## config.mk

```make
export PLATFORM = sky130hd
export DESIGN_NAME = dff_mem_arbiter
export DESIGN_NICKNAME = d
export VERILOG_FILES = /design/src/rtl/dff_mem_arbiter.sv
export SDC_FILE = /design/constraint.sdc
export NUM_CORES = 1
export LEC_CHECK = 0
export ABC_AREA = 1
export BUFFER_PORTS_ARGS = -buffer_cell sky130_fd_sc_hd__buf_2
export CORE_MARGIN = 10
export CORE_UTILIZATION = 42
export CTS_CLUSTER_SIZE = 30
export DETAILED_ROUTE_END_ITERATION = 8
export PLACE_DENSITY = 0.85
export SETUP_SLACK_MARGIN = 0.05
export SLEW_MARGIN = 10
export SYNTH_ARGS = -nofsm -noshare
export SYNTH_HDL_FRONTEND = slang
export SYNTH_SLANG_ARGS = --single-unit
```

## constraint.sdc

```tcl
create_clock -name clk -period 4.9 [get_ports clk]
set_input_delay 0.49 -clock clk [delete_from_list [all_inputs] [get_ports clk]]
set_output_delay 0.49 -clock clk [all_outputs]
set_load 0.005 [all_outputs]
```

## src/rtl/dff_mem_arbiter.sv

```systemverilog
// Round-robin arbiter/sequencer for two clients sharing the single-port DFF scratch RAM.
// Supports a bounded lock burst and routes registered read data back to the issuing client.
module dff_mem_arbiter #(
    parameter int ADDR_BITS = 4,
    parameter int DATA_BITS = 8,
    parameter int MAX_BURST = 4
) (
    input  logic                 clk,
    input  logic                 rst,
    input  logic                 a_req,
    input  logic                 a_lock,
    input  logic                 a_we,
    input  logic [ADDR_BITS-1:0] a_addr,
    input  logic [DATA_BITS-1:0] a_wdata,
    output logic                 a_gnt,
    output logic                 a_rvalid,
    output logic [DATA_BITS-1:0] a_rdata,
    input  logic                 b_req,
    input  logic                 b_lock,
    input  logic                 b_we,
    input  logic [ADDR_BITS-1:0] b_addr,
    input  logic [DATA_BITS-1:0] b_wdata,
    output logic                 b_gnt,
    output logic                 b_rvalid,
    output logic [DATA_BITS-1:0] b_rdata,
    output logic                 mem_en,
    output logic                 mem_we,
    output logic [ADDR_BITS-1:0] mem_addr,
    output logic [DATA_BITS-1:0] mem_wdata,
    input  logic [DATA_BITS-1:0] mem_rdata
);

    localparam int CW = $clog2(MAX_BURST) + 1;
    localparam logic [CW-1:0] BURST_LIM = CW'(MAX_BURST - 1);

    typedef enum logic [1:0] {
        SRC_NONE = 2'd0,
        SRC_A    = 2'd1,
        SRC_B    = 2'd2
    } src_t;

    typedef struct packed {
        logic                 req;
        logic                 lock;
        logic                 we;
        logic [ADDR_BITS-1:0] addr;
        logic [DATA_BITS-1:0] wdata;
    } mem_req_t;

    mem_req_t      req_a, req_b, req_g;
    src_t          gsel;
    src_t          owner_q, owner_d;
    src_t          last_q, last_d;
    src_t          pend_q, pend_d;
    logic [CW-1:0] burst_q, burst_d;
    logic          gnt_prev_q, gnt_prev_d;

    assign req_a = {a_req, a_lock, a_we, a_addr, a_wdata};
    assign req_b = {b_req, b_lock, b_we, b_addr, b_wdata};

    // Lock holds ownership unless the burst limit is hit while the other side waits.
    always_comb begin
        gsel = SRC_NONE;
        if (!rst) begin
            if (owner_q == SRC_A && req_a.req && (!req_b.req || burst_q < BURST_LIM))
                gsel = SRC_A;
            else if (owner_q == SRC_B && req_b.req && (!req_a.req || burst_q < BURST_LIM))
                gsel = SRC_B;
            else if (req_a.req && req_b.req)
                gsel = (last_q == SRC_A) ? SRC_B : SRC_A;
            else if (req_a.req)
                gsel = SRC_A;
            else if (req_b.req)
                gsel = SRC_B;
        end
    end

    always_comb begin
        req_g = '0;
        case (gsel)
            SRC_A:   req_g = req_a;
            SRC_B:   req_g = req_b;
            default: req_g = '0;
        endcase
    end

    assign a_gnt     = (gsel == SRC_A);
    assign b_gnt     = (gsel == SRC_B);
    assign mem_en    = req_g.req;
    assign mem_we    = req_g.we;
    assign mem_addr  = req_g.addr;
    assign mem_wdata = req_g.wdata;

    // burst_cnt counts repeat grants to the same client in back-to-back cycles.
    always_comb begin
        owner_d    = SRC_NONE;
        last_d     = last_q;
        burst_d    = '0;
        pend_d     = SRC_NONE;
        gnt_prev_d = 1'b0;
        if (gsel != SRC_NONE) begin
            last_d     = gsel;
            gnt_prev_d = 1'b1;
            if (gnt_prev_q && last_q == gsel)
                burst_d = (burst_q == '1) ? burst_q : burst_q + CW'(1);
            owner_d = req_g.lock ? gsel : SRC_NONE;
            pend_d  = req_g.we ? SRC_NONE : gsel;
        end
    end

    always_ff @(posedge clk or posedge rst) begin
        if (rst) begin
            owner_q    <= SRC_NONE;
            last_q     <= SRC_B;
            burst_q    <= '0;
            pend_q     <= SRC_NONE;
            gnt_prev_q <= 1'b0;
        end else begin
            owner_q    <= owner_d;
            last_q     <= last_d;
            burst_q    <= burst_d;
            pend_q     <= pend_d;
            gnt_prev_q <= gnt_prev_d;
        end
    end

    assign a_rvalid = (pend_q == SRC_A);
    assign b_rvalid = (pend_q == SRC_B);
    assign a_rdata  = mem_rdata;
    assign b_rdata  = mem_rdata;

endmodule

```

==> flow_summary_export.csv, run 1 <==
group,metric,value,unit
logic_synthesis,ys_seq_elements,10,
flow_run,max_cap_viol_count,0,
cells_and_area,layout-drive-gt1-share,45.2,%
global_routing,antenna_found_initial,0,
setup_path,rr_startpoint,"last_q[1]$_DFFE_PP1P_",
sta,skew,0.783,ps
clock_tree,cts.sinks,10,
sta,relSlewSlack,66.5,%
run_status,run_status,"complete, no violations",
pwr,p_comb_share,28.2,%
route,first_pass_iters,4,
clock_tree,clk_pin_slew_worst_paths,60,ps
setup_path,worstPathMaxFanout,16,
worst_hold_path,hp-class,"in -> async",
cells_and_area,multi_input_area,499,um2
floorplanning,die_width,67.2,um
logic_synthesis,yosys-top-cells-area,"dfrtp_1, nand2_1, buf_4, a21oi_1, ha_1",
setup_path,critPathKind,"reg -> out",
setup_path,cp_num_buf_inv,2,
sta,final-setup-viol-count,0,
placement,place_hpwl,2.15,mm
placement,placed_cell_area,1080,um2
placement,io_buffers,49,
cells_and_area,nets,211,
cells_and_area,fillers,236,
floorplanning,io_pins,74,
route,via_per_inst,4.64,
sta,max_freq,0.358,GHz
clock_tree,clkLatencyLatePin,260,ps
placement,pre_cts_ws,2220,ps
setup_path,path_delay_family,"flip-flops",
sta,min_period,2790,ps
setup_path,max_stage_delay,570,ps
cells_and_area,antenna_cells,0,
clock_tree,cts_tree,"done",
logic_synthesis,yosysTopAreaCell,"dfrtp_1",
pwr,vdd_drop_max,103,uV
setup_path,cp_slowest_cell,"dfstp_2",
pwr,p_leak,0.601,nW
setup_path,reg2regPathDepth,10,
global_routing,grt_pass1_wl,4.04,mm
sta,finalHoldViolations,0,
sta,setup_slack,2110,ps
pwr,p_int,0.000161,W
sta,worst_pin_slew,502,ps
route,wl_per_cell,12.8,um
route,drc,0,
sta,fin_tns_setup,0,ps
cells_and_area,final_area,1120,um2
floorplanning,row_count,17,
pwr,power_frac_seq,40.2,%
pwr,clkPwrFrac,31.6,%
clock_tree,clockBufferDepth,2,
setup_path,reg2reg_to,"pend_q[0]$_DFF_PP0_",
route,ant_nets,0,
route,drtIter0Drc,7,
sta,rsz0062_at_grt,"false",
pwr,p_switching,0.0000703,W
floorplanning,die_h,67.2,um
setup_path,worstSetupStartpointType,"register",
logic_synthesis,yosysSeqAreaShare,26.9,%
floorplanning,coreArea,2170,um2
clock_tree,cts_buffers,3,
route,via_count,900,
clock_tree,cts_hold_buf,0,
logic_synthesis,syn-num-nets,176,
sta,slew_viol_final,0,
floorplanning,initial_core_util,43.1,%
global_routing,grt_pass1_vias,947,
global_routing,grt_max_degree,17,
clock_tree,ctsResizeCount,0,
cells_and_area,ff_latch_area,251,um2
setup_path,setup.worst_path.end_class,"primary output",
cells_and_area,area_growth_syn_to_layout,19.8,%
setup_path,path_cells,"nor2_2, nor2_2, nand2_4, nand2_2, nand2_4, inv_1, ha_1, nand2_1, a21oi_1, buf_2",
logic_synthesis,syn_area,935,um2
setup_path,arrival,2300,ps
pwr,power.density,207,nW/um2
logic_synthesis,yosysWarnings,0,
clock_tree,cts-root-buf,"clkbuf_4",
placement,gp_congestion,0.710,
global_routing,overflow,0,
clock_tree,cts_setup_buffers,0,
floorplanning,die_area,4510,um2
clock_tree,cts_max_level,1,
pwr,p_sw_share,30.3,%
global_routing,track_usage,11.8,%
logic_synthesis,syn_avg_cell_area,7.08,um2
setup_path,required,4410,ps
setup_path,rrSetupSlack,2830,ps
logic_synthesis,ys_types,24,
logic_synthesis,synth_top_area_share,24.1,%
route,finalWirelength,2.48,mm
logic_synthesis,syn_inst,132,
sta,period_share,57.0,%
## layout make-up
class	count	area share (%)
multi-input combinational	89	44.6
sequential	10	22.5
timing repair buffer	49	21.9
inverter	14	4.69
clock buffer	4	3.24
tap	28	3.13
## sequential cells by signal (all words and copies together) (netlist names)
signal	cells
burst_q	3
gnt_prev_q	1
last_q	2
owner_q	2
pend_q	2
## power groups by stage
| stage | clock network [W] | registers [W] | logic (W) |
|---|---|---|---|
| after global placement | 0 | 0.0000949 | 0.0000657 |
| after global routing | 0.0000809 | 0.0000938 | 0.0000744 |
| after CTS | 0.0000758 | 0.0000933 | 0.0000670 |
| after floorplan | 0 | 0.0000939 | 0.0000515 |
| after detailed placement | 0 | 0.0000948 | 0.0000666 |
| final | 0.0000732 | 0.0000931 | 0.0000654 |
## worst reg2reg max path: cells and delay by family, from the launching register on
| family | cells | cell delay [ps] |
|---|---|---|
| fa+ha+maj | 1 | 460 |
| simple gates | 7 | 620 |
| compound gates | 1 | 220 |
| buf+inv | 1 | 80 |
| flops | 1 | 570 |
## worst max path at each step
stage                                      from          end  cells past startpoint
after floorplan           last_q[1]$_DFFE_PP1P_  mem_addr[0]                     10
after global placement                      rst       mem_we                      8
after detailed placement                    rst       mem_we                      8
after CTS                 last_q[1]$_DFFE_PP1P_       mem_we                     10
after global routing      last_q[1]$_DFFE_PP1P_       mem_we                     10
final                     last_q[1]$_DFFE_PP1P_       mem_we                     10
## cells in the final DEF (no fill, tap or decap)
master / netlist / routed
buf_2: 0 / 49
nand2_1: 38 / 38
a21oi_1: 14 / 14
inv_1: 10 / 10
dfrtp_1: 9 / 9
nor2_1: 7 / 7
nand2_2: 5 / 5
inv_2: 4 / 4
ha_1: 4 / 4
nor2_2: 3 / 3
nand2_4: 3 / 3
nor3_2: 3 / 3
clkbuf_4: 0 / 3
nand3_1: 2 / 2
o21ai_0: 2 / 2
nor2_4: 1 / 1
nand3_4: 1 / 1
nand4_1: 1 / 1
mux2i_1: 1 / 1
nand3_2: 1 / 1
o21ai_1: 1 / 1
a21o_1: 1 / 1
xor2_1: 1 / 1
clkbuf_8: 0 / 1
dfstp_2: 1 / 1
## synth_stat cells, drive strengths merged
| master | count |
|---|---|
| xor2 | 1 |
| nand2 | 46 |
| nand4 | 1 |
| dfstp | 1 |
| a21oi | 14 |
| nor3 | 3 |
| inv | 14 |
| nand3 | 4 |
| ha | 4 |
| buf | 16 |
| mux2i | 1 |
| a21o | 1 |
| dfrtp | 9 |
| clkbuf | 3 |
| nor2 | 11 |
| o21ai | 3 |
## through the flow
stage / cells / hold slack, ps / total power (W) / util (%)
6_report: 194 / 245 / 0.000232 / 51.6
4_1_cts: 194 / 252 / 0.000236 / 51.6
3_3_place_gp: 190 / 546 / 0.000161 / 49.9
3_5_place_dp: 190 / 540 / 0.000161 / 49.9
5_1_grt: 194 / 265 / 0.000249 / 51.6
2_1_floorplan: 132 / 369 / 0.000145 / -
## kinds of logic (layout without fill, tap and decap cells)
group	after synthesis	count (layout)	synth area share (%)
AOI/OAI and AO/OA	18	18	9.91
xor gates and xnor gates	1	1	0.937
adders and majority gates	4	4	5.35
buffers and inverters	33	67	19.7
DFF	10	10	26.9
muxes	1	1	1.07
and+or+nand+nor	65	65	36.1
## per-layer routing
metal | vias to the layer above | wire length (um) | global-route usage [%] | share of wire (%)
met4 | 0 | 63 | 6.92 | 2.5
met3 | 9 | 451 | 10.9 | 18
met5 | - | 0 | 0 | 0
met1 | 380 | 824 | 9.71 | 33
met2 | 47 | 1140 | 18.6 | 46
li1 | 464 | - | - | -
Power figures use the tool's default switching activity.
==> inputs of run 2 (changes only) <==
--- a/config.mk
+++ b/config.mk
@@ -8,10 +8,10 @@
 export ABC_AREA = 1
 export BUFFER_PORTS_ARGS = -buffer_cell sky130_fd_sc_hd__buf_2
 export CORE_MARGIN = 10
-export CORE_UTILIZATION = 42
+export CORE_UTILIZATION = 39
 export CTS_CLUSTER_SIZE = 30
 export DETAILED_ROUTE_END_ITERATION = 8
-export PLACE_DENSITY = 0.85
+export PLACE_DENSITY = 0.8
 export SETUP_SLACK_MARGIN = 0.05
 export SLEW_MARGIN = 10
 export SYNTH_ARGS = -nofsm -noshare
==> constraint.sdc (replaced) <==
create_clock -name clk -period 2.7 [get_ports clk]
set_input_delay 0.27 -clock clk [delete_from_list [all_inputs] [get_ports clk]]
set_output_delay 0.27 -clock clk [all_outputs]
set_load 0.005 [all_outputs]
==> flow_summary_export.csv, run 2 (same netlist as run 1, synthesis figures left out) <==
group,metric,value,unit
run_status,run_status,"complete, no violations",
global_routing,overflow,0,
global_routing,grt_max_degree,17,
placement,io_buffers,49,
sta,rsz0062_at_grt,"false",
cells_and_area,final_util,50.0,%
route,via_count,895,
sta,period_share,90.0,%
cells_and_area,fillers,238,
clock_tree,ctsResizeCount,0,
placement,place_hpwl,2.08,mm
flow_run,max_cap_viol_count,0,
floorplanning,die_h,69.0,um
setup_path,worstSetupStartpointType,"register",
global_routing,grt_pass1_wl,4.29,mm
pwr,vdd_drop_max,175,uV
global_routing,track_usage,11.7,%
sta,worst_pin_slew,354,ps
setup_path,required,2430,ps
sta,relSlewSlack,76.4,%
cells_and_area,antenna_cells,0,
sta,fin_worst_hold_slack,93.1,ps
route,via_per_inst,4.57,
setup_path,worstPathMaxFanout,10,
setup_path,critPathKind,"reg -> out",
clock_tree,cts_setup_buffers,0,
route,first_pass_iters,4,
sta,min_period,2430,ps
cells_and_area,area_growth_syn_to_layout,20.6,%
floorplanning,io_pins,74,
route,drc,0,
floorplanning,row_count,17,
pwr,p_leak,0.604,nW
clock_tree,cts.sinks,10,
worst_hold_path,hp-class,"in -> async",
floorplanning,die_area,4750,um2
pwr,power.density,353,nW/um2
sta,setup_slack,270,ps
route,ant_nets,0,
floorplanning,initial_core_util,41.5,%
floorplanning,coreArea,2250,um2
floorplanning,die_width,69.0,um
cells_and_area,layout-drive-gt1-share,45.8,%
placement,pre_cts_ws,469,ps
cells_and_area,final_cell_mix,"buf_2, nand2_1, a21oi_1",
placement,gp_congestion,0.767,
route,drtIter0Drc,6,
cells_and_area,largest_register,"burst_q",
cells_and_area,nets,213,
clock_tree,cts_hold_buf,0,
clock_tree,clockBufferDepth,2,
clock_tree,cts_tree,"done",
clock_tree,clk_pin_slew_worst_paths,70,ps
setup_path,setup.worst_path.end_class,"primary output",
clock_tree,cts_buffers,3,
route,wl_per_cell,12.6,um
sta,fin_tns_setup,0,ps
setup_path,arrival,2160,ps
sta,skew,5.91,ps
cells_and_area,largest_register_ffs,3,
cells_and_area,layout_commonest_cell,"buf_2",
sta,slew_viol_final,0,
clock_tree,clkLatencyLatePin,260,ps
global_routing,antenna_found_initial,0,
global_routing,grt_pass1_vias,1037,
sta,finalHoldViolations,0,
sta,max_freq,0.412,GHz
sta,final-setup-viol-count,0,
route,finalWirelength,2.47,mm
clock_tree,cts-root-buf,"clkbuf_4",
clock_tree,cts_max_level,1,
## run 2: worst paths after layout
| kind | to | slack, ps | cells after the start | startpoint |
|---|---|---|---|---|
| max reg2reg | owner_q[1]$_DFF_PP0_ | 750 | 12 | burst_q[0]$_DFFE_PP0P_ |
| min in group clk | pend_q[1]$_DFF_PP0_ | 360 | 4 | rst |
| min reg2reg | last_q[1]$_DFFE_PP1P_ | 550 | 2 | last_q[1]$_DFFE_PP1P_ |
| min | pend_q[1]$_DFF_PP0_ | 90 | 3 | rst |
| max in group asynchronous | last_q[1]$_DFFE_PP1P_ | 2380 | 3 | rst |
| max | mem_wdata[7] | 270 | 12 | burst_q[0]$_DFFE_PP0P_ |
## run 2: report_power, final
part | total (W) | switching [W] | internal, W
Combinational | 0.000123 | 0.0000710 | 0.0000524
Sequential | 0.000168 | 0.00000681 | 0.000162
Clock | 0.000106 | 0.0000495 | 0.0000570
Total | 0.000398 | 0.000127 | 0.000271
## run 2: per-layer routing
layer  vias up  part of all wire [%]  global-route usage [%]
met5         -                     0                       0
met4         0                   1.0                    5.17
met3         5                    18                    9.50
met2        47                    45                    17.8
met1       373                    36                    11.4
li1        470                     -                       -
## run 2: worst max-delay path: stages, from the launching register on
cell     delay, ps
dfrtp_1        410
nand2_1         80
nand2_1         80
inv_2           60
nand2_2         60
nand2_4         80
nand3_4        100
inv_1          110
ha_1           370
buf_4          220
nand2_1         60
a21oi_1        140
buf_2          140
## run 2: metrics by stage
step / cell area (um2) / instances / total power, W
finish: 1130 / 196 / 0.000398
global route: 1130 / 196 / 0.000429
CTS: 1120 / 196 / 0.000403
detailed placement: 1100 / 192 / 0.000295
global placement: 1100 / 192 / 0.000293
floorplan: 935 / 132 / 0.000264
## run 2: cell type report
cell class,count,area (um2),share of cell area [%]
inverter,14,52.6,4.66
clock buffer,4,26.3,2.33
sequential,10,251,22.3
multi-input combinational,89,502,44.5
tap,28,35.0,3.11
timing repair buffer,51,260,23.1
